## src/rtl/alu_pkg.sv

```systemverilog
// alu_pkg: op codes and FSM state type shared by the sequential ALU
package alu_pkg;
  localparam logic [3:0] OP_NOT = 4'h0;
  localparam logic [3:0] OP_AND = 4'h1;
  localparam logic [3:0] OP_ASR = 4'h2;
  localparam logic [3:0] OP_XOR = 4'h3;
  localparam logic [3:0] OP_ADD = 4'h4;
  localparam logic [3:0] OP_SUB = 4'h5;
  localparam logic [3:0] OP_OR  = 4'h6;
  localparam logic [3:0] OP_SHL = 4'h7;
  localparam logic [3:0] OP_MUL = 4'h8;
  typedef enum logic [1:0] {IDLE, BUSY, DONE} state_t;
endpackage

```

## src/rtl/alu_mul_iter.sv

```systemverilog
// alu_mul_iter: shift-add multiplier, one partial product per cycle, WIDTH steps
module alu_mul_iter #(
  parameter int WIDTH = 32
) (
  input  logic               clk,
  input  logic               rst,
  input  logic               start,
  input  logic [WIDTH-1:0]   a,
  input  logic [WIDTH-1:0]   b,
  output logic               done,
  output logic [2*WIDTH-1:0] product
);
  localparam int CW = $clog2(WIDTH);
  localparam logic [CW-1:0] LAST = CW'(WIDTH - 1);
  logic run;
  logic [CW-1:0] cnt;
  logic [2*WIDTH-1:0] acc, mc;
  logic [WIDTH-1:0] mp;
  // product is the accumulator after the current step, so it is final on the cycle done is high
  assign product = acc + (mp[0] ? mc : '0);
  assign done = run & (cnt == LAST);
  always_ff @(posedge clk or posedge rst)
    if (rst) begin
      run <= 1'b0;
      cnt <= '0;
      acc <= '0;
      mc  <= '0;
      mp  <= '0;
    end else if (start) begin
      run <= 1'b1;
      cnt <= '0;
      acc <= '0;
      mc  <= {{WIDTH{1'b0}}, a};
      mp  <= b;
    end else if (run) begin
      run <= ~done;
      cnt <= cnt + 1'b1;
      acc <= product;
      mc  <= mc << 1;
      mp  <= mp >> 1;
    end
endmodule

```

## src/rtl/alu_seq.sv

```systemverilog
// alu_seq: registered ALU with valid/ready handshake, flags and iterative multiply
module alu_seq import alu_pkg::*; #(
  parameter int WIDTH = 32,
  parameter int SHW = $clog2(WIDTH)
) (
  input  logic             clk,
  input  logic             rst,
  input  logic             in_valid,
  output logic             in_ready,
  input  logic [WIDTH-1:0] a,
  input  logic [WIDTH-1:0] b,
  input  logic [3:0]       op,
  output logic             out_valid,
  input  logic             out_ready,
  output logic [WIDTH-1:0] result,
  output logic             carry,
  output logic             ovf,
  output logic             zero,
  output logic             neg,
  output logic             err
);
  state_t state, nxt;
  logic acc, is_mul, mul_done, load, sat, ac, av, ae, c, v, e;
  logic [2*WIDTH-1:0] prod;
  logic [WIDTH:0] sum, dif;
  logic [WIDTH-1:0] ar, r;
  logic signed [WIDTH-1:0] asr;
  assign acc = in_valid & in_ready;
  assign is_mul = op == OP_MUL;
  assign in_ready = (state == IDLE) | ((state == DONE) & out_ready);
  assign out_valid = state == DONE;
  assign sat = |b[WIDTH-1:SHW];
  assign sum = {1'b0, a} + {1'b0, b};
  assign dif = {1'b0, a} - {1'b0, b};
  assign asr = $signed(a) >>> b[SHW-1:0];
  always_comb begin
    ar = '0;
    ac = 1'b0;
    av = 1'b0;
    ae = 1'b0;
    case (op)
      OP_NOT: ar = ~a;
      OP_AND: ar = a & b;
      OP_ASR: ar = sat ? {WIDTH{a[WIDTH-1]}} : asr;
      OP_XOR: ar = a ^ b;
      OP_ADD: begin
        ar = sum[WIDTH-1:0];
        ac = sum[WIDTH];
        av = (a[WIDTH-1] == b[WIDTH-1]) & (sum[WIDTH-1] != a[WIDTH-1]);
      end
      OP_SUB: begin
        ar = dif[WIDTH-1:0];
        ac = dif[WIDTH];
        av = (a[WIDTH-1] != b[WIDTH-1]) & (dif[WIDTH-1] != a[WIDTH-1]);
      end
      OP_OR:  ar = a | b;
      OP_SHL: ar = sat ? '0 : a << b[SHW-1:0];
      OP_MUL: ar = '0;
      default: ae = 1'b1;
    endcase
  end
  // in BUSY the only thing that can load the output registers is the multiplier finishing
  assign r = state == BUSY ? prod[WIDTH-1:0] : ar;
  assign c = state == BUSY ? |prod[2*WIDTH-1:WIDTH] : ac;
  assign v = state == BUSY ? c | prod[WIDTH-1] : av;
  assign e = (state != BUSY) & ae;
  assign load = (acc & ~is_mul) | ((state == BUSY) & mul_done);
  always_comb
    nxt = acc ? (is_mul ? BUSY : DONE) :
          state == BUSY ? (mul_done ? DONE : BUSY) :
          (state == DONE) & ~out_ready ? DONE : IDLE;
  always_ff @(posedge clk or posedge rst)
    if (rst) state <= IDLE;
    else state <= nxt;
  always_ff @(posedge clk or posedge rst)
    if (rst) begin
      result <= '0;
      carry  <= 1'b0;
      ovf    <= 1'b0;
      zero   <= 1'b0;
      neg    <= 1'b0;
      err    <= 1'b0;
    end else if (load) begin
      result <= r;
      carry  <= c;
      ovf    <= v;
      zero   <= ~e & ~|r;
      neg    <= r[WIDTH-1];
      err    <= e;
    end
  alu_mul_iter #(.WIDTH(WIDTH)) u_mul (
    .clk(clk),
    .rst(rst),
    .start(acc & is_mul),
    .a(a),
    .b(b),
    .done(mul_done),
    .product(prod)
  );
endmodule

```

## config.mk

```make
export PLATFORM = sky130hd
export DESIGN_NAME = alu_seq
export DESIGN_NICKNAME = d
export VERILOG_FILES = /design/src/rtl/alu_pkg.sv /design/src/rtl/alu_mul_iter.sv /design/src/rtl/alu_seq.sv
export SDC_FILE = /design/constraint.sdc
export NUM_CORES = 1
export LEC_CHECK = 0
export ABC_AREA = 1
export BUFFER_PORTS_ARGS = -buffer_cell sky130_fd_sc_hd__buf_2
export CAP_MARGIN = 20
export CORE_UTILIZATION = 45
export CTS_BUF_LIST = sky130_fd_sc_hd__clkbuf_8
export CTS_CLUSTER_SIZE = 40
export DETAILED_ROUTE_END_ITERATION = 10
export MAX_ROUTING_LAYER = met4
export PLACE_DENSITY = 0.7
export REMOVE_ABC_BUFFERS = 1
export SLEW_MARGIN = 40
export SYNTH_ARGS = -nofsm -noshare
export SYNTH_HDL_FRONTEND = slang
export SYNTH_SLANG_ARGS = --single-unit
```

## constraint.sdc

```tcl
create_clock -name clk -period 6 [get_ports clk]
set_input_delay 0.3 -clock clk [delete_from_list [all_inputs] [get_ports clk]]
set_output_delay 0.3 -clock clk [all_outputs]
set_load 0.05 [all_outputs]
```

# Word-level counts from Yosys, hierarchy flattened
# Index checks and enable logic that the tools add are counted.
[word_totals] regBits=205 elab_cells=89 in_bits=72
[classes] mux=25 shift=2 add_sub_neg=4 eq_ne=16 n_bitwise=22 reduce_logical=8
[op_table] cell="$mux W64" count=5
[op_table] cell="$pmux W32 S8" count=1
[op_table] cell="$mux W32" count=5
[op_table] cell="$add A64 B64 Y64" count=1
[op_table] cell="$reduce_or A32 Y1" count=2
[op_table] cell="$add A32 B32 Y33" count=1
[op_table] cell="$sub A32 B32 Y33" count=1
[op_table] cell="$and A32 B32 Y32" count=1
[op_table] cell="$not A32 Y32" count=1
[op_table] cell="$or A32 B32 Y32" count=1
[op_table] cell="$shl A32 B5 Y32" count=1
[op_table] cell="$sshr A32 B5 Y32" count=1
[op_table] cell="$xor A32 B32 Y32" count=1
[op_table] cell="$reduce_or A27 Y1" count=1
[op_table] cell="$eq A4 B3 Y1 const B" count=4
[op_table] cell="$and A1 B1 Y1" count=11
[op_table] cell="$mux W2" count=5
[op_table] cell="$mux W5" count=2
[op_table] cell="$reduce_or A9 Y1" count=1
[op_table] cell="$eq A4 B2 Y1 const B" count=2
[op_table] cell="$add A5 B1 Y5 const B" count=1
[op_table] cell="$eq A5 B5 Y1 const B" count=1
[op_table] cell="$mux W1" count=5
[op_table] cell="$eq A4 B1 Y1 const B" count=1
[op_table] cell="other kinds (13)" count=21

# Depth between registers and ports, before layout
# Gate-level depths: netlist of the first run.
[logic_depth] word_depth=7 depth_mapped=25

# Cells and area by module
# From an unflattened synthesis of the first run, not the netlist that was laid out.
[unflattened] cells_unflattened=4490 area_unflattened_um2=25092.8
[modules_own_cells] module="alu_mul_iter" seq_area_each_um2=4154.0 n_inst=1 area_per_inst_um2=12962.4 cells_each=2108
[modules_own_cells] module="alu_seq" seq_area_each_um2=950.9 n_inst=1 area_per_inst_um2=12130.4 cells_each=2382

# Worst setup path after synthesis of the first run
# No wires, ideal clock.
[synth_path] kind="register to register" from="register u_mul.mp[0]" to="register carry" path_buffers=2 period_less_slack_ns=2.891 path_stages_with_launch=25 t_required_ns=5.878 setup_slack_ns=3.109 setup_time_ns=0.122 t_arrival_ns=2.769 path_cell_list="dfrtp_1 > clkbuf_1 > buf_1 > nand2_1 > inv_1 > ha_1 > fa_1 > nand3_1 > nand2_2 > nand2_1 > nand3_1 > nand2_1 > nand2_1 > nand2_1 > nand2_1 > nand3_1 > nand2_1 > nand2_1 > nand2_1 > nor2_1 > nand2_1 > nor2_1 > nand3_1 > nand2_1 > a21oi_1"
[synth_via] elab_chain_cells=4
[synth_rtl] element="from (decl)" line="alu_mul_iter.sv:18" source="logic [WIDTH-1:0] mp;"
[synth_rtl] element="from (signal assigned)" line="alu_mul_iter.sv:40" source="mp <= mp >> 1;"
[synth_rtl] element="$mux W64" line="alu_mul_iter.sv:20" source="assign product = acc + (mp[0] ? mc : '0);"
[synth_rtl] element="$add A64 B64 Y64" line="alu_mul_iter.sv:20"
[synth_rtl] element="$reduce_or A32 Y1" line="alu_seq.sv:64" source="assign c = state == BUSY ? |prod[2*WIDTH-1:WIDTH] : ac;"
[synth_rtl] element="$mux W1" line="alu_seq.sv:64"
[synth_rtl] element="to (signal assigned)" line="alu_seq.sv:78" source="carry <= 1'b0;"
[synth_rtl] element="to (signal assigned)" line="alu_seq.sv:85" source="carry <= c;"
[synth_rtl] element="to (decl)" line="alu_seq.sv:16" source="output logic carry,"
# Every way passes these cells.
# A chain may end at the register's enable or synchronous reset.

# Worst setup path after layout of the first run
# Ends and elaborated chain as after synthesis.

==> results of run 1 <==
-- final cells by class --
cell class | instances | area share
multi-input combinational | 3219 | 0.618
sequential | 204 | 0.197
inverter | 599 | 0.0870
tap | 688 | 0.0331
timing repair buffer | 137 | 0.0305
clock buffer | 47 | 0.0249
clock inverter | 23 | 0.00935
antenna | 2 | 0.000193
-- logic make-up (layout without fill, tap and decap cells) --
family,Yosys count,in the layout,synth area share
AOI/OAI and AO/OA,576,576,0.141
and+or+nand+nor,2444,2444,0.423
adders and majority gates,173,173,0.0905
xor gates and xnor gates,26,26,0.00942
buffers and inverters,756,806,0.125
DFF,204,204,0.211
other,0,2,0
-- where the power goes --
part,internal (mW),switching (mW),leakage (nW)
logic,0.992,2.44,11.0
registers,1.83,0.344,2.69
clock network,0.932,0.699,0.487
total,3.75,3.48,14.2
-- final timing paths --
path / start / depth (start not counted) / to
max in group asynchronous: rst / 4 / u_mul.mp[18]
worst max-delay path: u_mul.mp[0] / 24 / carry
worst min-delay path: b[25] / 3 / u_mul.mp[25]
worst min register to register: result[10] / 2 / result[10]
worst max register to register: u_mul.mp[0] / 24 / carry
min in group asynchronous: rst / 3 / u_mul.acc[41]
-- what timing repair did --
action | in CTS | in global routing
setup buffers | 0 | 0
hold endpoints to repair | 84 | 0
resized for setup | 0 | 0
hold buffers | 3 | 0
-- worst max-delay path, delay by kind of cell (launching register included) --
family,cells,cell delay (ns)
AO/OA/AOI/OAI,1,0.06
adder cells (fa/ha/maj),2,0.48
flip-flops,1,0.60
buffers and inverters,2,0.41
AND/OR/NAND/NOR,19,2.53
-- routing by layer --
| layer | vias to the layer above | part of all wire |
|---|---|---|
| li1 | 13575 | - |
| met1 | 13274 | 0.45 |
| met2 | 1773 | 0.38 |
| met3 | 181 | 0.14 |
| met4 | 0 | 0.034 |
| met5 | - | 0 |
-- state kept, by name, summed over array words and instances (netlist names) --
signal and count:
u_mul.run 1, u_mul.mp 32, result 32, ovf 1, err 1, carry 1, state 2, zero 1
u_mul.mc 64, u_mul.cnt 5, u_mul.acc 64
-- stage by stage --
stage / setup TNS (ns) / hold WS (ns) / power (mW) / util
finish: 0 / 0.0290 / 7.23 / 0.492
global route: 0 / 0.0428 / 7.65 / 0.492
CTS: 0 / 0.0113 / 7.14 / 0.492
detailed placement: 0 / 0.427 / 5.50 / 0.475
global placement: 0 / 0.419 / 5.46 / 0.474
floorplan: -12.77 / 0.452 / 4.30 / -
-- placed cells by master, fill, tap and decap left out, types with 47 or more instances in the layout --
cell,instances
nand3_1,540
nand4_1,47
clkbuf_8,47
o21ai_0,165
ha_1,170
o22ai_1,62
inv_1,597
dfrtp_1,203
buf_2,110
a21oi_1,200
nand2_1,1328
nor2_1,431
==> results_dict.tcl, run 1 <==
set metrics [dict create \
    status "finished with violations" \
    violations "DRC" \
    postRouteAntennaNets 0 \
    period_share 0.699 \
    final-seq-area_mm2 0.00511 \
    yosysSeqAreaShare 0.211 \
    die-area_mm2 0.0546 \
    leakagePower_nw 14.2 \
    grt_usage 0.419 \
    area_growth_pct 7.47 \
    final_cells 4919 \
    crit_required_ns 6.51 \
    drv_slew 0 \
    clkSinkCount 204 \
    antenna_found_initial 3 \
    cap_violations 0 \
    numCtsBuffers 41 \
    fp.dieW_um 234 \
    path_class "reg2reg" \
    irDropWorstVdd_mv 0.554 \
    power_density_mw_per_mm2 279 \
    multi_input_area_mm2 0.0161 \
    first_global_vias 25559 \
    grt_util_met2 0.537 \
    cts_htree_levels 2 \
    first_pass_iters 9 \
    syn-cell-area_mm2 0.0242 \
    yosysTopAreaCellShare 0.211 \
    pre_cts_ws_ns 1.96 \
    crit_chain "buf_4 > nand2_1 > inv_1 > ha_1 > fa_1 > nand3_1 > nand2_2 > nand2_1 > nand2_2 > nand2_1 > nand2_1 > nand2_1 > nand2_1 > nand2_1 > nand2_1 > nand2_1 > nand2_1 > nand2_1 > nor2_1 > nand2_1 > nor2_1 > nand3_1 > nand2_1 > a21oi_1" \
    place.gp.congestion 1.10 \
    synth.area.top_cells "dfrtp_1, nand2_1, nand3_1, inv_1, ha_1" \
    grt_max_degree 86 \
    hold_class "in2reg" \
    cts_tree "yes" \
    die_h_um 234 \
    start_util 0.458 \
    post_dp_cell_area_mm2 0.0250 \
    wirelength_mm 113 \
    end_kind "register" \
    avgViaCountPerCell 5.86 \
    cpMostUsedCell "nand2_1" \
    ys.flop_type "dfrtp_1" \
    synthTopCellsByCount "nand2_1, inv_1, nand3_1" \
    design.portCount 111 \
    wire_per_inst_um 23.0 \
    arrival_ns 4.71 \
    reg2reg_slack_ns 1.81 \
    drc 10 \
    row_count 84 \
    fmax_mhz 238 \
    fillers 5895 \
    dp_cells 4844 \
    finalCriticalPeriod_ns 4.19 \
    cpPeakStageDelay_ns 0.60 \
    synth-edff-count 0 \
    ys_warn_count 0 \
    synth_seq_cells 204 \
    critical_path.max_fanout 23 \
    async_flop_share 1.00 \
    final_nets 4447 \
    rsz0062_at_grt "no" \
    drive_above_1_share 0.0591 \
    synthCells 4179 \
    final_area_mm2 0.0260 \
    clk_latency_ns 0.64 \
    yosys.cell_count.top_type "nand2_1" \
    top_usage_layer "met1" \
    tightest_slew_ns 0.813 \
    core-area_mm2 0.0528 \
    use_met3 0.130 \
    finalHoldViolations 0 \
    skew_ns 0.0393 \
    cpMaxStageDelayCell "dfrtp_2" \
    vias 28803 \
    drt-initial-drc-count 4077 \
    grt_overflow_total 0 \
    port_buffers 110 \
    cts_root_buf "clkbuf_8" \
    slew_headroom 0.458 \
    clkTransAtPathRegs_ns 0.06 \
    startpoint_type "register" \
    syn_avg_cell_area_um2 5.78 \
    setup_viol 0 \
    yosysTopAreaCell "dfrtp_1" \
    dpl.hpwl_mm 91.8 \
    setup_ws_ns 1.81 \
    grt_pass1_wl_mm 164 \
    synth.distinct_cells 53 \
    clock_path_buffers 3 \
    grt_util_met1 0.609 \
]
Power figures use the tool's default switching activity.
==> run 2: changes to the inputs <==
Clock period 6 ns to 3.6 ns, I/O delays scaled along.
==> results_dict.tcl, run 2 (synthesis results as in run 1) <==
set metrics [dict create \
    leakagePower_nw 14.8 \
    vias 29304 \
    cpMostUsedCell "nand2_1" \
    place.gp.congestion 1.09 \
    area_growth_pct 11.9 \
    grt_usage 0.423 \
    fmax_mhz 285 \
    design.portCount 111 \
    fp.dieW_um 234 \
    final-seq-area_mm2 0.00511 \
    clkSinkCount 204 \
    crit_required_ns 4.07 \
    drive_above_1_share 0.0859 \
    drt-initial-drc-count 4357 \
    wirelength_mm 114 \
    grt_overflow_total 0 \
    drv_slew 0 \
    finalSetupTns_ns 0 \
    setup_viol 0 \
    postRouteAntennaNets 0 \
    row_count 84 \
    final_area_mm2 0.0271 \
    rsz0062_at_grt "no" \
    power_density_mw_per_mm2 443 \
    violations "DRC" \
    cts_tree "yes" \
    drc 3 \
    multi_input_area_mm2 0.0161 \
    clk_latency_ns 0.61 \
    cpPeakStageDelay_ns 0.42 \
    fillers 5798 \
    finalCriticalPeriod_ns 3.51 \
    fin_hold_ws_ns 0.0372 \
    startpoint_type "register" \
    clock_path_buffers 3 \
    die_h_um 234 \
    die-area_mm2 0.0546 \
    fin_util 0.513 \
    end_kind "register" \
    skew_ns 0.0527 \
    post_dp_cell_area_mm2 0.0259 \
    numCtsBuffers 38 \
    final_nets 4572 \
    cpMaxStageDelayCell "dfrtp_2" \
    slew_headroom 0.513 \
    top_regs "u_mul.acc x64, u_mul.mc x64" \
    layout_common_cells "nand2_1, inv_1, nand3_1" \
    cts_root_buf "clkbuf_8" \
    cts_setup_buffers 0 \
    antenna_found_initial 1 \
    total_power_mw 12.0 \
    irDropWorstVdd_mv 0.581 \
    first_global_vias 26214 \
    finalHoldViolations 0 \
    avgViaCountPerCell 5.81 \
    final_cells 5041 \
    grt_max_degree 89 \
    crit_chain "buf_12 > nand2_1 > inv_1 > ha_1 > nand2_1 > a21oi_1 > nor2_1 > nor2_1 > nor2_1 > o21ai_1 > inv_1 > nand2_1 > nand2_1 > nand2_1 > nand2_1 > nor2_1 > nand2_1 > nor2_1 > buf_4 > nand3_1 > nand2_1 > a21oi_1" \
    cts_htree_levels 2 \
    hold_class "in2reg" \
    path_class "reg2reg" \
    dpl.hpwl_mm 93.1 \
    port_buffers 110 \
    cap_violations 0 \
    dp_cells 4953 \
    status "finished with violations" \
    start_util 0.458 \
    tightest_slew_ns 0.730 \
    period_share 0.975 \
    wire_per_inst_um 22.6 \
    clkTransAtPathRegs_ns 0.07 \
    layout_commonest_cell "nand2_1" \
    pre_cts_ws_ns 0.0388 \
    core-area_mm2 0.0528 \
    grt_pass1_wl_mm 166 \
    critical_path.max_fanout 31 \
    setup_ws_ns 0.0896 \
    arrival_ns 3.98 \
    first_pass_iters 11 \
]
==> run 2: changes by cell type in the layout (fill, tap and decap cells not counted), moves of 4 or more <==
| cell | change |
|---|---|
| buf_4 | +101 |
| dlygate4sd3_1 | +19 |
| buf_12 | +8 |
| nand2_1 | -5 |
| nand2_2 | +5 |
| inv_1 | -4 |
==> run 2: final cells by class <==
class,count,share of cell area
Sequential cell,204,0.189
Inverter,599,0.0836
Multi-Input combinational cell,3219,0.596
Timing Repair Buffer,265,0.0701
Tap cell,688,0.0318
Clock inverter,16,0.00504
Antenna cell,1,0.0000925
Clock buffer,49,0.0249
==> run 2: where the power goes <==
| group | switching [mW] | total, mW | internal (mW) |
|---|---|---|---|
| clock network | 1.10 | 2.47 | 1.37 |
| logic | 4.10 | 5.91 | 1.81 |
| registers | 0.547 | 3.59 | 3.05 |
| total | 5.75 | 12.0 | 6.23 |
==> run 2: final timing paths <==
path	from	depth (start not counted)	endpoint	slack, ns
min in group asynchronous	rst	3	u_mul.mc[43]	0.24
hold / removal	b[31]	3	u_mul.mp[31]	0.04
setup reg to reg	u_mul.mp[0]	22	ovf	0.09
max in group asynchronous	rst	4	u_mul.mp[0]	2.53
setup / recovery	u_mul.mp[0]	22	ovf	0.09
hold reg to reg	result[4]	2	result[4]	0.49
==> run 2: what timing repair did <==
| action | 4_1_cts | 5_1_grt |
|---|---|---|
| hold buffers | 22 | 0 |
| setup endpoints to repair | 0 | 2 |
| resized for setup | 0 | 21 |
| endpoints found under the hold margin | 104 | 0 |
==> run 2: critical path, delay by kind of cell (launching register included) <==
family	cells	cell delay (ns)
adders and majority gates	1	0.39
AOI/OAI and AO/OA	3	0.71
and+or+nand+nor	14	1.41
buffers and inverters	4	0.45
DFF	1	0.42
==> run 2: routing by layer <==
metal / routed length (um) / up-vias / GRT usage
met1: 52400 / 13574 / 0.630
met5: 0 / - / -
met4: 4140 / 0 / 0.140
met3: 14800 / 174 / 0.111
met2: 42500 / 1739 / 0.536
li1: - / 13817 / -
